$ cat src/rtl/lsu_pkg.sv
// Shared LSU types and RV32I load/store decode helpers.
package lsu_pkg;

  typedef enum logic [1:0] {StIdle, StAcc0, StAcc1, StResp} lsu_state_e;

  localparam logic [2:0] F3_B  = 3'b000;
  localparam logic [2:0] F3_H  = 3'b001;
  localparam logic [2:0] F3_W  = 3'b010;
  localparam logic [2:0] F3_BU = 3'b100;
  localparam logic [2:0] F3_HU = 3'b101;

  function automatic logic [2:0] lsu_size(input logic [1:0] sz);
    case (sz)
      2'b00:   return 3'd1;
      2'b01:   return 3'd2;
      default: return 3'd4;
    endcase
  endfunction

  function automatic logic lsu_legal(input logic we, input logic [2:0] f3);
    if (we) return f3 inside {F3_B, F3_H, F3_W};
    return f3 inside {F3_B, F3_H, F3_W, F3_BU, F3_HU};
  endfunction

  // True when the access spills past the end of its word.
  function automatic logic lsu_cross(input logic [1:0] off, input logic [1:0] sz);
    return ({2'b00, off} + {1'b0, lsu_size(sz)}) > 4'd4;
  endfunction

endpackage

$ cat src/rtl/lsu_lane_align.sv
// Byte-lane alignment: store mask/shift over a two-word window, load merge and extension.
module lsu_lane_align
  import lsu_pkg::*;
(
  input  logic [1:0]  i_off,
  input  logic [2:0]  i_funct3,
  input  logic [31:0] i_wdata,
  input  logic [31:0] i_rd0,
  input  logic [31:0] i_rd1,
  output logic [7:0]  o_mask,
  output logic [63:0] o_sdata,
  output logic [31:0] o_ldata
);

  logic [7:0]  w_nmask;
  logic [4:0]  w_sh;
  logic [31:0] w_merged;

  assign w_sh = {i_off, 3'b000};

  always_comb begin
    w_nmask = 8'h0F;
    unique case (i_funct3[1:0])
      2'b00:   w_nmask = 8'h01;
      2'b01:   w_nmask = 8'h03;
      default: w_nmask = 8'h0F;
    endcase
  end

  assign o_mask   = w_nmask << i_off;
  assign o_sdata  = {32'h0, i_wdata} << w_sh;
  assign w_merged = 32'({i_rd1, i_rd0} >> w_sh);

  // funct3[2] set selects zero extension (LBU/LHU).
  always_comb begin
    o_ldata = w_merged;
    unique case (i_funct3[1:0])
      2'b00:   o_ldata = {{24{~i_funct3[2] & w_merged[7]}}, w_merged[7:0]};
      2'b01:   o_ldata = {{16{~i_funct3[2] & w_merged[15]}}, w_merged[15:0]};
      default: o_ldata = w_merged;
    endcase
  end

endmodule

$ cat src/rtl/lsu_mem_master.sv
// RV32I load/store initiator for a word-addressed, byte-strobed data RAM.
module lsu_mem_master
  import lsu_pkg::*;
#(
  parameter bit ALLOW_MISALIGNED = 1'b1
) (
  input  logic        clk,
  input  logic        rst_n,
  input  logic        req_valid,
  output logic        req_ready,
  input  logic        req_we,
  input  logic [2:0]  req_funct3,
  input  logic [31:0] req_addr,
  input  logic [31:0] req_wdata,
  output logic        rsp_valid,
  output logic [31:0] rsp_rdata,
  output logic        rsp_err,
  output logic [31:0] dAddr,
  output logic [31:0] dWdata,
  output logic [3:0]  wstrb,
  input  logic [31:0] dRdata
);

  lsu_state_e  r_state;
  logic        r_we;
  logic [2:0]  r_f3;
  logic [31:0] r_addr;
  logic [31:0] r_wdata;
  logic [31:0] r_rd0;
  logic        r_rsp_valid;
  logic        r_rsp_err;
  logic [31:0] r_rsp_rdata;

  logic        w_req_err;
  logic        w_cross;
  logic [31:0] w_w0;
  logic [31:0] w_w1;
  logic [31:0] w_rd0;
  logic [31:0] w_rd1;
  logic [31:0] w_ldata;
  logic [7:0]  w_mask;
  logic [63:0] w_sdata;

  assign w_req_err = !lsu_legal(req_we, req_funct3) ||
                     (!ALLOW_MISALIGNED && lsu_cross(req_addr[1:0], req_funct3[1:0]));
  assign w_cross   = lsu_cross(r_addr[1:0], r_f3[1:0]);
  assign w_w0      = {r_addr[31:2], 2'b00};
  assign w_w1      = w_w0 + 32'd4;

  assign req_ready = (r_state == StIdle);
  assign rsp_valid = r_rsp_valid;
  assign rsp_err   = r_rsp_err;
  assign rsp_rdata = r_rsp_rdata;

  lsu_lane_align u_align (
    .i_off    (r_addr[1:0]),
    .i_funct3 (r_f3),
    .i_wdata  (r_wdata),
    .i_rd0    (w_rd0),
    .i_rd1    (w_rd1),
    .o_mask   (w_mask),
    .o_sdata  (w_sdata),
    .o_ldata  (w_ldata)
  );

  // RAM side decodes straight from state so an async reset drops wstrb at once.
  always_comb begin
    dAddr  = 32'h0;
    dWdata = 32'h0;
    wstrb  = 4'h0;
    w_rd0  = r_rd0;
    w_rd1  = 32'h0;
    unique case (r_state)
      StAcc0: begin
        dAddr = w_w0;
        w_rd0 = dRdata;
        if (r_we) begin
          wstrb  = w_mask[3:0];
          dWdata = w_sdata[31:0];
        end
      end
      StAcc1: begin
        dAddr = w_w1;
        w_rd1 = dRdata;
        if (r_we) begin
          wstrb  = w_mask[7:4];
          dWdata = w_sdata[63:32];
        end
      end
      default: ;
    endcase
  end

  always_ff @(posedge clk or negedge rst_n) begin
    if (!rst_n) begin
      r_state     <= StIdle;
      r_we        <= 1'b0;
      r_f3        <= 3'b000;
      r_addr      <= 32'h0;
      r_wdata     <= 32'h0;
      r_rd0       <= 32'h0;
      r_rsp_valid <= 1'b0;
      r_rsp_err   <= 1'b0;
      r_rsp_rdata <= 32'h0;
    end else begin
      r_rsp_valid <= 1'b0;
      r_rsp_err   <= 1'b0;
      r_rsp_rdata <= 32'h0;
      unique case (r_state)
        StIdle: begin
          if (req_valid) begin
            r_we    <= req_we;
            r_f3    <= req_funct3;
            r_addr  <= req_addr;
            r_wdata <= req_wdata;
            if (w_req_err) begin
              r_state     <= StResp;
              r_rsp_valid <= 1'b1;
              r_rsp_err   <= 1'b1;
            end else begin
              r_state <= StAcc0;
            end
          end
        end
        StAcc0: begin
          r_rd0 <= dRdata;
          if (w_cross) begin
            r_state <= StAcc1;
          end else begin
            r_state     <= StResp;
            r_rsp_valid <= 1'b1;
            r_rsp_rdata <= r_we ? 32'h0 : w_ldata;
          end
        end
        StAcc1: begin
          r_state     <= StResp;
          r_rsp_valid <= 1'b1;
          r_rsp_rdata <= r_we ? 32'h0 : w_ldata;
        end
        StResp: r_state <= StIdle;
      endcase
    end
  end

endmodule

$ cat config.mk
export PLATFORM = sky130hd
export DESIGN_NAME = lsu_mem_master
export DESIGN_NICKNAME = d
export VERILOG_FILES = /design/src/rtl/lsu_pkg.sv /design/src/rtl/lsu_lane_align.sv /design/src/rtl/lsu_mem_master.sv
export SDC_FILE = /design/constraint.sdc
export NUM_CORES = 1
export LEC_CHECK = 0
export ABC_AREA = 1
export CORE_ASPECT_RATIO = 1.4
export CORE_UTILIZATION = 35
export DETAILED_ROUTE_END_ITERATION = 10
export HOLD_SLACK_MARGIN = 0.12
export PLACE_DENSITY = 0.6
export SLEW_MARGIN = 20
export SYNTH_ARGS = -nofsm -noshare
export SYNTH_HDL_FRONTEND = slang
export SYNTH_HIERARCHICAL = 1
export SYNTH_SLANG_ARGS = --single-unit
$ cat constraint.sdc
create_clock -name clk -period 2.14 [get_ports clk]
set_clock_uncertainty 0.05 [all_clocks]
set_input_delay 0.321 -clock clk [delete_from_list [all_inputs] [get_ports clk]]
set_output_delay 0.321 -clock clk [all_outputs]
set_load 0.01 [all_outputs]
==> impl.org <==
** Outcome
- The flow ran to the end, but the final reports show violations.
- Violations in the final reports :: setup timing

** Worst setup path
- CP Data Arrival Time :: 2.06 ns
- Worst Setup SP :: r_addr[2]$_DFFE_PN0P_
- STA classifies the critical path endpoint as an output pin.
- Register-to-register setup slack :: -0.16 ns
- For the worst setup path, the data required time is 1.77 ns.
- Capture point of the critical path :: dAddr[14]
- Startpoint-to-endpoint class of the critical path :: register to output pin
- The worst register-to-register path ends at rsp_rdata[10]$_DFF_PN0_.
- The worst register-to-register path has a depth of 9.
- Worst reg2reg startpoint :: r_addr[0]$_DFFE_PN0P_
- Crit Path Max Fanout :: 3
- The worst setup path is launched from a register.

** Clock network
- The tree is rooted in a sky130_fd_sc_hd__clkbuf_16.
- Clock tree synthesis inserted a total of 17 buffers.
- Clock latency on the worst-skew pair, taken at its later pin, is 0.44 ns.
- CTS saw 136 sinks.
- Maximum root-to-sink buffer count :: 2
- Clock-pin slew was measured on the worst setup and hold paths at 0.06 ns.
- TritonCTS built the clock tree.
- Clock H-tree levels :: 4

** Final layout
- Most frequent cells in the layout :: sky130_fd_sc_hd__nand2_1 (606), sky130_fd_sc_hd__clkdlybuf4s50_1 (136), sky130_fd_sc_hd__buf_4 (136)
- Layout cell share with drive strength beyond 1 :: 0.342
- The count of cells in the finished layout, fillers not included, comes to 2194.
- In the final design database the tool counted 1966 nets.
- At the end of the flow the core is filled with cells to 0.598.
- Area growth from synthesis to layout :: 67.7%
- Most frequent standard cell in the layout excluding fill and tap cells :: sky130_fd_sc_hd__nand2_1

** Route
- The detailed router finished its first iteration with 668 violations.
- Number of iterations in the first detailed-routing pass :: 6
- Wires add up to 38.2 mm.
- DRC violation count after routing :: 0
- The count of nets left with antenna violations once routing finished came out at 0.
- Drt wl/cell :: 17.4 um
- Via Count :: 11200
- Vias/cell :: 5.11

** Power and ir drop
- IR analysis of the VDD net gives a maximum drop of 784 uV.
- Static Leak :: 7.52 nW
- Power Total :: 26.2 mW
- Dividing total power by cell area gives a power density of 1680 mW/mm2.

** Placement
- Routability-driven placement finished with a final weighted congestion of 0.908.
- Post-detailed-placement half-perimeter wirelength :: 25.1 mm
- Placement Setup Slack :: -0.326 ns
- During placement, the flow inserted port buffers numbering 203.
- Counting tap cells, the placed design contains a total of 2063 instances.

** STA
- In the post-route analysis, the smallest setup slack over all paths is -0.295 ns.
- For the pin with the worst max-slew slack, the measured transition is 0.619 ns.
- Headroom to the max-slew limit came out at 0.587.
- The number of endpoints with negative hold slack in the final report came to 0.
- Final min period :: 2.43 ns
- Final-report max-slew violation count :: 0
- Setup violations remaining at the end of the flow were counted as 94.
- Maximum frequency from static timing analysis :: 411 MHz
- Setup repair after global routing could not meet its margin everywhere.
- Final hold analysis gives a worst-case slack of 0.354 ns.
- Share of the clock period used by the worst path after layout :: 1.14

** Synthesis
- The cell count after synthesis came out at 1488.
- A synthesized cell averages 6.26 um2.
- Mapped Area :: 0.00931 mm2
- Yosys printed 6 warnings.

** Floorplanning
- I/O pin count :: 206
- Measured along the x axis, the die boundary spans 140 um.
- Vertical die dimension :: 195 um
- The total area inside the core boundary comes to 0.0261 mm2.
- Cell row count :: 70
- The initial utilization of the core area, before any placement, comes to 0.357.
- Die ar. :: 0.0273 mm2

** Global route
- Number of antenna violations at the first check in global routing :: 2
- Grt total ovfl :: 0
- Number of global-route vias before repair :: 10900
- Maximum number of pins on one net before global-route repair :: 63
- Global-route usage over all layers :: 0.272
- Global-route wire length before repair :: 56.8 mm

** Hold path
- Worst min-delay path class :: primary input to async pin

** Flow run
- The tool flagged a number of max-cap violations equal to 0.
worst min-delay path by stage:
stage	to	depth (start not counted)
global placement	rsp_rdata[10]$_DFF_PN0_	1
finish	rsp_rdata[10]$_DFF_PN0_	2
detailed placement	rsp_rdata[10]$_DFF_PN0_	1
global route	r_wdata[26]$_DFFE_PN0P_	3
floorplan	r_addr[0]$_DFFE_PN0P_	0
CTS	r_addr[12]$_DFFE_PN0P_	3
routing by layer:
layer / track usage / share of wire / vias up
met1: 0.297 / 0.38 / 5307
met3: 0.0395 / 0.046 / 137
met2: 0.477 / 0.51 / 456
li1: - / - / 5321
met4: 0.201 / 0.068 / 0
met5: 0 / 0 / -
final cells by class:
type / instances / area (um2)
Tap cell: 324 / 405
Antenna cell: 2 / 5.00
Timing Repair Buffer: 433 / 4330
Clock inverter: 14 / 245
Inverter: 123 / 490
Timing Repair inverter: 1 / 11.3
Fill cell: 2350 / 10500
Clock buffer: 18 / 439
Multi-Input combinational cell: 1143 / 6270
Sequential cell: 136 / 3410
report_power, final:
group	switching, mW	internal [mW]	leakage (nW)	total, mW
combinational	10.1	8.08	5.47	18.1
sequential	0.855	3.74	1.72	4.60
clock	1.27	2.23	0.331	3.50
total	12.2	14.1	7.52	26.2
what timing repair did:
action,4_1_cts,5_1_grt
pin swaps,58,113
endpoints found under the hold margin,44,0
endpoints found under the setup margin,90,101
cloned,11,9
buffers inserted,48,40
hold buffers,1,0
resized for setup,470,264
stage by stage:
| step | instance area (um2) | TNS, ns |
|---|---|---|
| after floorplan | 9350 | 0 |
| after global placement | 12500 | -10.67 |
| after detailed placement | 12500 | -12.21 |
| after CTS | 14400 | -10.44 |
| after global routing | 15600 | -18.01 |
| final | 15600 | -10.59 |
flip-flops by register name, summed over array words and instances (netlist names):
register	cells
rsp_err	1
r_we	1
r_wdata	32
r_addr	32
r_f3	3
r_rd0	32
r_state	2
rsp_rdata	32
rsp_valid	1
worst max-delay path: stages (launching register included):
cell and delay, ns:
sky130_fd_sc_hd__dfrtp_1 0.43, sky130_fd_sc_hd__ha_4 0.18, sky130_fd_sc_hd__nand2_4 0.05, sky130_fd_sc_hd__nor2_4 0.13, sky130_fd_sc_hd__nand2_4 0.08, sky130_fd_sc_hd__nor2_4 0.13
sky130_fd_sc_hd__buf_6 0.12, sky130_fd_sc_hd__buf_6 0.10, sky130_fd_sc_hd__nand2_4 0.05, sky130_fd_sc_hd__a21oi_4 0.15, sky130_fd_sc_hd__nor3_2 0.05, sky130_fd_sc_hd__buf_2 0.15
Note: power is estimated with default switching activity, not from simulation.
